===== src/rtl/store_commit_pkg.sv =====
// Shared types for the store/AMO commit sequencer.
// Holds the FSM state encoding and the queue entry layout.
package store_commit_pkg;

    localparam int unsigned SC_NR_ENTRIES    = 8;
    localparam int unsigned SC_TRANS_ID_BITS = 3;

    typedef enum logic [1:0] {
        IDLE     = 2'd0,
        COMMIT   = 2'd1,
        AMO_WAIT = 2'd2
    } commit_state_e;

    typedef struct packed {
        logic [SC_TRANS_ID_BITS-1:0] trans_id;
        logic                        is_amo;
    } commit_entry_t;

endpackage


===== src/rtl/commit_id_fifo.sv =====
// In-order queue of accepted store/AMO IDs.
// A flush can optionally keep the head entry that is being committed.
module commit_id_fifo #(
    parameter int unsigned DEPTH = 8,
    parameter int unsigned WIDTH = 4
) (
    input  logic                     clk_i,
    input  logic                     rst_ni,
    input  logic                     push_i,
    input  logic [WIDTH-1:0]         data_i,
    input  logic                     pop_i,
    input  logic                     flush_i,
    input  logic                     keep_head_i,
    output logic [WIDTH-1:0]         head_o,
    output logic                     full_o,
    output logic                     empty_o,
    output logic [$clog2(DEPTH):0]   count_o
);

    localparam int unsigned PW = $clog2(DEPTH);

    logic [WIDTH-1:0] mem [DEPTH];
    logic [PW-1:0]    rd_q;
    logic [PW-1:0]    wr_q;
    logic [PW:0]      cnt_q;
    logic             do_push;
    logic             do_pop;
    logic             keep;

    assign do_pop  = pop_i && (cnt_q != '0);
    assign do_push = push_i && !full_o && !flush_i;
    // Keeping the head is pointless if it leaves the queue this same cycle.
    assign keep    = keep_head_i && !do_pop && (cnt_q != '0);

    always_ff @(posedge clk_i) begin
        if (!rst_ni) begin
            rd_q  <= '0;
            wr_q  <= '0;
            cnt_q <= '0;
        end else begin
            if (do_pop) begin
                rd_q <= rd_q + PW'(1);
            end
            if (flush_i) begin
                wr_q  <= rd_q + PW'(do_pop || keep);
                cnt_q <= (PW+1)'(keep);
            end else begin
                if (do_push) begin
                    wr_q <= wr_q + PW'(1);
                end
                cnt_q <= cnt_q + (PW+1)'(do_push) - (PW+1)'(do_pop);
            end
        end
    end

    always_ff @(posedge clk_i) begin
        if (do_push) begin
            mem[wr_q] <= data_i;
        end
    end

    assign head_o  = mem[rd_q];
    assign full_o  = (cnt_q == (PW+1)'(DEPTH));
    assign empty_o = (cnt_q == '0);
    assign count_o = cnt_q;

endmodule


===== src/rtl/store_commit_ctrl.sv =====
// Commit sequencer between the commit stage and the store unit.
// Matches commit requests against the oldest accepted store/AMO.
module store_commit_ctrl
    import store_commit_pkg::*;
#(
    parameter int unsigned NR_ENTRIES    = SC_NR_ENTRIES,
    parameter int unsigned TRANS_ID_BITS = SC_TRANS_ID_BITS
) (
    input  logic                          clk_i,
    input  logic                          rst_ni,
    input  logic                          flush_i,
    input  logic                          issue_valid_i,
    input  logic [TRANS_ID_BITS-1:0]      issue_trans_id_i,
    input  logic                          issue_is_amo_i,
    output logic                          issue_ready_o,
    input  logic                          cm_valid_i,
    input  logic [TRANS_ID_BITS-1:0]      cm_trans_id_i,
    output logic                          cm_ack_o,
    output logic                          cm_error_o,
    output logic                          su_commit_o,
    input  logic                          su_commit_ready_i,
    output logic                          su_amo_valid_commit_o,
    input  logic                          amo_ack_i,
    output logic [$clog2(NR_ENTRIES):0]   pending_cnt_o,
    output logic                          idle_o
);

    commit_state_e                   state_q;
    commit_state_e                   state_d;
    commit_entry_t                   head;
    commit_entry_t                   issue_entry;
    logic                            empty;
    logic                            full;
    logic                            pop;
    logic                            req;
    logic                            id_match;
    logic                            err_q;
    logic [$clog2(NR_ENTRIES):0]     count;

    assign issue_entry = '{trans_id: issue_trans_id_i, is_amo: issue_is_amo_i};

    commit_id_fifo #(
        .DEPTH (NR_ENTRIES),
        .WIDTH ($bits(commit_entry_t))
    ) u_fifo (
        .clk_i       (clk_i),
        .rst_ni      (rst_ni),
        .push_i      (issue_valid_i),
        .data_i      (issue_entry),
        .pop_i       (pop),
        .flush_i     (flush_i),
        .keep_head_i (state_q != IDLE),
        .head_o      (head),
        .full_o      (full),
        .empty_o     (empty),
        .count_o     (count)
    );

    // A flush in IDLE empties the queue, so no commit may start then.
    assign req      = (state_q == IDLE) && cm_valid_i && !empty && !flush_i;
    assign id_match = (cm_trans_id_i == head.trans_id);

    always_ff @(posedge clk_i) begin
        if (!rst_ni) begin
            state_q <= IDLE;
        end else begin
            state_q <= state_d;
        end
    end

    always_comb begin
        state_d = state_q;
        unique case (state_q)
            IDLE: begin
                if (req && id_match) begin
                    state_d = head.is_amo ? AMO_WAIT : COMMIT;
                end
            end
            COMMIT: begin
                if (su_commit_ready_i) begin
                    state_d = IDLE;
                end
            end
            AMO_WAIT: begin
                if (amo_ack_i) begin
                    state_d = IDLE;
                end
            end
            default: state_d = IDLE;
        endcase
    end

    always_comb begin
        su_commit_o           = 1'b0;
        su_amo_valid_commit_o = 1'b0;
        cm_ack_o              = 1'b0;
        unique case (state_q)
            COMMIT: begin
                su_commit_o = 1'b1;
                cm_ack_o    = su_commit_ready_i;
            end
            AMO_WAIT: begin
                su_amo_valid_commit_o = 1'b1;
                cm_ack_o              = amo_ack_i;
            end
            default: ;
        endcase
    end

    assign pop = cm_ack_o;

    always_ff @(posedge clk_i) begin
        if (!rst_ni) begin
            err_q <= 1'b0;
        end else begin
            err_q <= req && !id_match;
        end
    end

    assign cm_error_o    = err_q;
    assign issue_ready_o = !full;
    assign pending_cnt_o = count;
    assign idle_o        = (state_q == IDLE) && empty;

endmodule


===== config.mk =====
export PLATFORM = sky130hd
export DESIGN_NAME = store_commit_ctrl
export DESIGN_NICKNAME = d
export VERILOG_FILES = /design/src/rtl/store_commit_pkg.sv /design/src/rtl/commit_id_fifo.sv /design/src/rtl/store_commit_ctrl.sv
export SDC_FILE = /design/constraint.sdc
export NUM_CORES = 1
export LEC_CHECK = 0
export ABC_CLOCK_PERIOD_IN_PS = 6400
export CAP_MARGIN = 40
export CORE_MARGIN = 5
export CORE_UTILIZATION = 40
export CTS_CLUSTER_SIZE = 30
export DETAILED_ROUTE_END_ITERATION = 6
export SYNTH_ARGS = -nofsm -noshare
export SYNTH_HDL_FRONTEND = slang
export SYNTH_SLANG_ARGS = --single-unit

===== constraint.sdc =====
create_clock -name clk_i -period 6.4 [get_ports clk_i]
set_input_delay 1.28 -clock clk_i [delete_from_list [all_inputs] [get_ports clk_i]]
set_output_delay 1.28 -clock clk_i [all_outputs]
set_load 0.02 [all_outputs]

After elaboration in Yosys (flattened, before gate mapping) --
Memory sizes are Yosys's and may differ from the RTL's. A register that Yosys moved wholly into a read port is not among the register bits. Cells that the tools add are included.
Storage, ports and cells: memories 1, bits of input ports 14, bits in writable memories 32, logic and storage cells 59, bits in read-only memories 0, register bits 13, latch bits 0
Memories:
- u_fifo.mem | depth 8, width 4, read ports 1, clocked after Yosys merged registers in 1, write ports 1, RTL line commit_id_fifo.sv:22 | logic [WIDTH-1:0] mem [DEPTH];
Operators by class: bitwise gates (word level) 1, divide/modulo/power cells 0, magnitude comparators 0, equal/unequal tests 7, reduce and logical (&&, ||, !) cells 24, multiplexer cells 15, $add $sub $neg 5, shifts and indexed selects 0, multiply operators 0
Operators with widths (number):
- 3-bit 2-to-1 mux | 4
- 1-bit logical AND | 11
- 2-bit 2-to-1 mux | 4
- 3-bit by 1-bit adder with 3-bit output (second input constant) | 2
- 2-bit case mux with 3 select lines | 1
- 1-bit zero test | 5
- 1-bit 2-to-1 mux | 5
- 4-bit by 1-bit adder with 4-bit output | 1
- 4-bit == test (second input constant) | 1
- 4-bit zero test | 1
- 2-bit inequality test (second input constant) | 2
- 2-bit nonzero test | 2
- 4-bit nonzero test | 1
- 4-bit by 1-bit subtractor with 4-bit output | 1
- 3-bit by 1-bit adder with 3-bit output | 1
- 3-bit == test | 1
- 3-bit AND reduction | 1
- 2-bit by 1-bit == test with 1-bit output (second input constant) | 1
- 2-bit == test (second input constant) | 1
- 2-bit zero test | 1
- 2-bit by 1-bit inequality test with 1-bit output (second input constant) | 1
- 1-bit case mux with 2 select lines | 1
- 2-bit OR reduction | 1
- 1-bit logical OR | 1
- 1-bit inverter | 1

Logic depth before layout (Yosys ltp) --
depth in word-level cells 9, depth in mapped cells 11

By module --
Synthesis repeated with hierarchy kept, for this count alone.
Second synthesis, totals: cell total of the unflattened synthesis 176, area total of the unflattened synthesis 2308.5 um^2
Modules (own cells, without submodules):
- commit_id_fifo | seq. area each 1221.2 um^2, area each 2034.5 um^2, times used 1, cells each 142
- store_commit_ctrl | seq. area each 60.1 um^2, area each 274.0 um^2, times used 1, cells each 34

Worst setup path after synthesis --
Ideal clock, no wire load.
kind input to output, start in amo_ack_i, end out cm_ack_o, data required time 5.120 ns, buffers on the path 0, arrival time 1.749 ns, stages on the path 2, setup slack 3.371 ns, cell sequence a22oi_1 -> nor2b_1
On the way: longest elaborated chain between the ends 1
RTL lines:
- from (decl) | RTL line store_commit_ctrl.sv:23 | input logic amo_ack_i,
- 1-bit case mux with 2 select lines | RTL line store_commit_ctrl.sv:97 | unique case (state_q)
- to (decl) | RTL line store_commit_ctrl.sv:18 | output logic cm_ack_o,
Every way passes these cells.

Worst setup path in the final report --
Ends and elaborated chain as after synthesis.

==> results_dict.tcl <==
set metrics [dict create \
    grt_pass1_vias 1329 \
    syn_avg_cell_area_um2 14.0 \
    peakVddDrop_mv 0.0877 \
    p_seq_share_pct 62.5 \
    synth-compound-area-share_pct 3.22 \
    wl_per_cell_um 15.5 \
    io_pins 24 \
    synth_cell_types 37 \
    period_share_pct 62.2 \
    arrival_ps 2700 \
    start_util_pct 41.2 \
    worst_pin_slew_ps 846 \
    path_clk_slew_ps 80 \
    cp-end-kind "primary output" \
    antenna_cells 0 \
    setup_violations 0 \
    yosys-top-cells-count "edfxtp_1 (32), dfxtp_1 (16), ha_1 (13)" \
    whs_ps 550 \
    synthMuxAreaShare_pct 12.4 \
    drtIter0Drc 50 \
    start_kind "input port" \
    worstHoldPathType "reg -> reg" \
    worstSetupPathType "in -> out" \
    synth_cells 161 \
    dr.pass1.iters 4 \
    cts.repair.resized 0 \
    reg2reg_depth 11 \
    antenna_left 0 \
    max_cap_viol_count 0 \
    fp-row-count 27 \
    grt_max_degree 15 \
    h-tree-depth 2 \
    timing.setup.tns_ps 0 \
    hold_violations 0 \
    cp-startpoint "amo_ack_i" \
    ys_seq_area_share_pct 56.9 \
    final_cells 258 \
    ys.flop_type "edfxtp_1" \
    tritoncts "built" \
    placed_area_um2 2500 \
    critPathMaxFanout 3 \
    rrSetupSlack_ps 3760 \
    drc 0 \
    cts_buffers 5 \
    r2r_end "u_fifo.count_o[3]" \
    maxSlewViolCount 0 \
    coreArea_um2 5470 \
    power.share.switching_pct 21.1 \
    routed-wl-met3_um 159 \
    skew_ps 4.91 \
    synth_top_area_share_pct 42.7 \
    fill_cells 496 \
    clk_latency_ps 290 \
    die_h_um 85.0 \
    vias 1293 \
    syn_area_um2 2250 \
    fin_crit_ps 3980 \
    place_inst 251 \
    synth-simple-area-share_pct 10.5 \
    powerDensity_nw_per_um2 207 \
    cellInternalPower_mw 0.423 \
    wl_mm 4.00 \
    synth-async-reset-ratio_pct 0 \
    syn-num-nets 189 \
    finalPower_mw 0.536 \
    cts-root-buf "clkbuf_8" \
    comb_power_share_pct 5.9 \
    synth_fa_ha_area_share_pct 8.11 \
    yosysMostFrequentCell "edfxtp_1" \
    post-synth-top-area-cell "edfxtp_1" \
    rsz0062_at_grt "no" \
    relSlewSlack_pct 43.1 \
    synth_top_family_by_area "multiplexers" \
    grt_usage_pct 11.7 \
    layout-drive-gt1-share_pct 8.60 \
    nets 214 \
    synth-seq-cells 48 \
    status "finished clean" \
    clk_path_buf_depth 2 \
    viasPerCell 5.01 \
    setup.worst_path.end "cm_ack_o" \
    top_layer_used "met4" \
    cts.sinks 48 \
    antenna_found_initial 0 \
    whs_path_depth 2 \
    die_w_um 85.0 \
    portBuffers 23 \
    synth.area.top_cells "edfxtp_1 (43%), dfxtp_1 (14%), ha_1 (7.2%)" \
    hold_buffers 0 \
    yosys.area_share.xor_xnor_pct 3.89 \
    cp.required_ps 5120 \
    grt-ovfl-total 0 \
    wl_met1_mm 1.80 \
    p_sw_mw 0.113 \
    synth_edf_count 32 \
    dr_wl_met2_mm 1.98 \
    dp_hpwl_mm 3.02 \
    syn_to_final_growth_pct 14.8 \
    grt_pass1_wl_mm 6.47 \
    design_area_um2 2590 \
    cts_setup_buffers 0 \
    die-area_um2 7230 \
    yosysWarnings 0 \
    reg2reg_from "u_fifo.count_o[2]" \
    globalplace.congestion 0.775 \
    max_freq_mhz 251 \
    p_leak_nw 0.894 \
    clkPwrFrac_pct 31.6 \
]
==> layer usage <==
metal	track usage, %	vias to the layer above
li1	-	631
met1	14.1	641
met2	19.8	17
met3	3.59	4
met4	4.32	0
met5	0	-
==> metrics by stage <==
| stage | setup slack (ps) | util, % |
|---|---|---|
| floorplan | 3370 | - |
| detailed placement | 2400 | 45.8 |
| global route | 2310 | 47.3 |
| global placement | 2430 | 45.8 |
| CTS | 2390 | 47.3 |
| finish | 2420 | 47.3 |
==> worst max-delay path, stage by stage <==
cell,delay (ps)
clkdlybuf4s50_1,470
a22oi_1,100
nor2b_1,200
clkdlybuf4s50_1,640
==> cell type report <==
cell class / instances / area (um^2) / share of cell area, %
clock buffers: 5 / 68.8 / 2.66
clock inverters: 2 / 12.5 / 0.484
inverters: 12 / 45.0 / 1.74
multi-input cells: 96 / 858 / 33.2
flip-flops and latches: 48 / 1280 / 49.5
well taps: 72 / 90.1 / 3.48
repair buffers: 23 / 230 / 8.90
==> power by group through the flow <==
stage | sequential [mW] | clock [mW] | combinational (mW)
after detailed placement | 0.343 | 0 | 0.0322
after global routing | 0.336 | 0.187 | 0.0351
after global placement | 0.342 | 0 | 0.0308
final | 0.335 | 0.169 | 0.0318
after CTS | 0.335 | 0.173 | 0.0323
after floorplan | 0.343 | 0 | 0.0151
==> placed cells by master, fill, tap and decap left out, types with 3 or more instances in the layout <==
master / n
nand2_1: 8
dfxtp_1: 16
nor3_1: 3
inv_1: 12
nor2b_1: 4
mux2i_1: 8
ha_1: 13
mux4_2: 6
xnor2_1: 4
and2_1: 5
nor2_1: 10
edfxtp_1: 32
clkdlybuf4s50_1: 23
clkbuf_8: 5
xor2_1: 6
nand2b_1: 4
==> sequential cells by signal (all words and copies together) (netlist names), named ones only <==
signal,count
u_fifo.rd_q,3
cm_error_o,1
state_q,2
u_fifo.mem,32
u_fifo.count_o,4
u_fifo.wr_q,3
==> cells by family after synthesis <==
| logic type | after synthesis |
|---|---|
| DFF | 48 |
| and+or+nand+nor | 44 |
| buffers and inverters | 17 |
| muxes | 17 |
| adders and majority gates | 14 |
| AOI/OAI and AO/OA | 11 |
| xor gates and xnor gates | 10 |
==> how the worst min path moves through the flow <==
stage	start	endpoint	slack (ps)
3_5_place_dp	state_q[0]	state_q[0]	540
4_1_cts	state_q[0]	state_q[0]	550
3_3_place_gp	state_q[1]	state_q[1]	530
5_1_grt	state_q[0]	state_q[0]	570
2_1_floorplan	state_q[0]	state_q[0]	500
6_report	state_q[0]	state_q[0]	550
No activity file was read; power rests on OpenSTA's default activity.
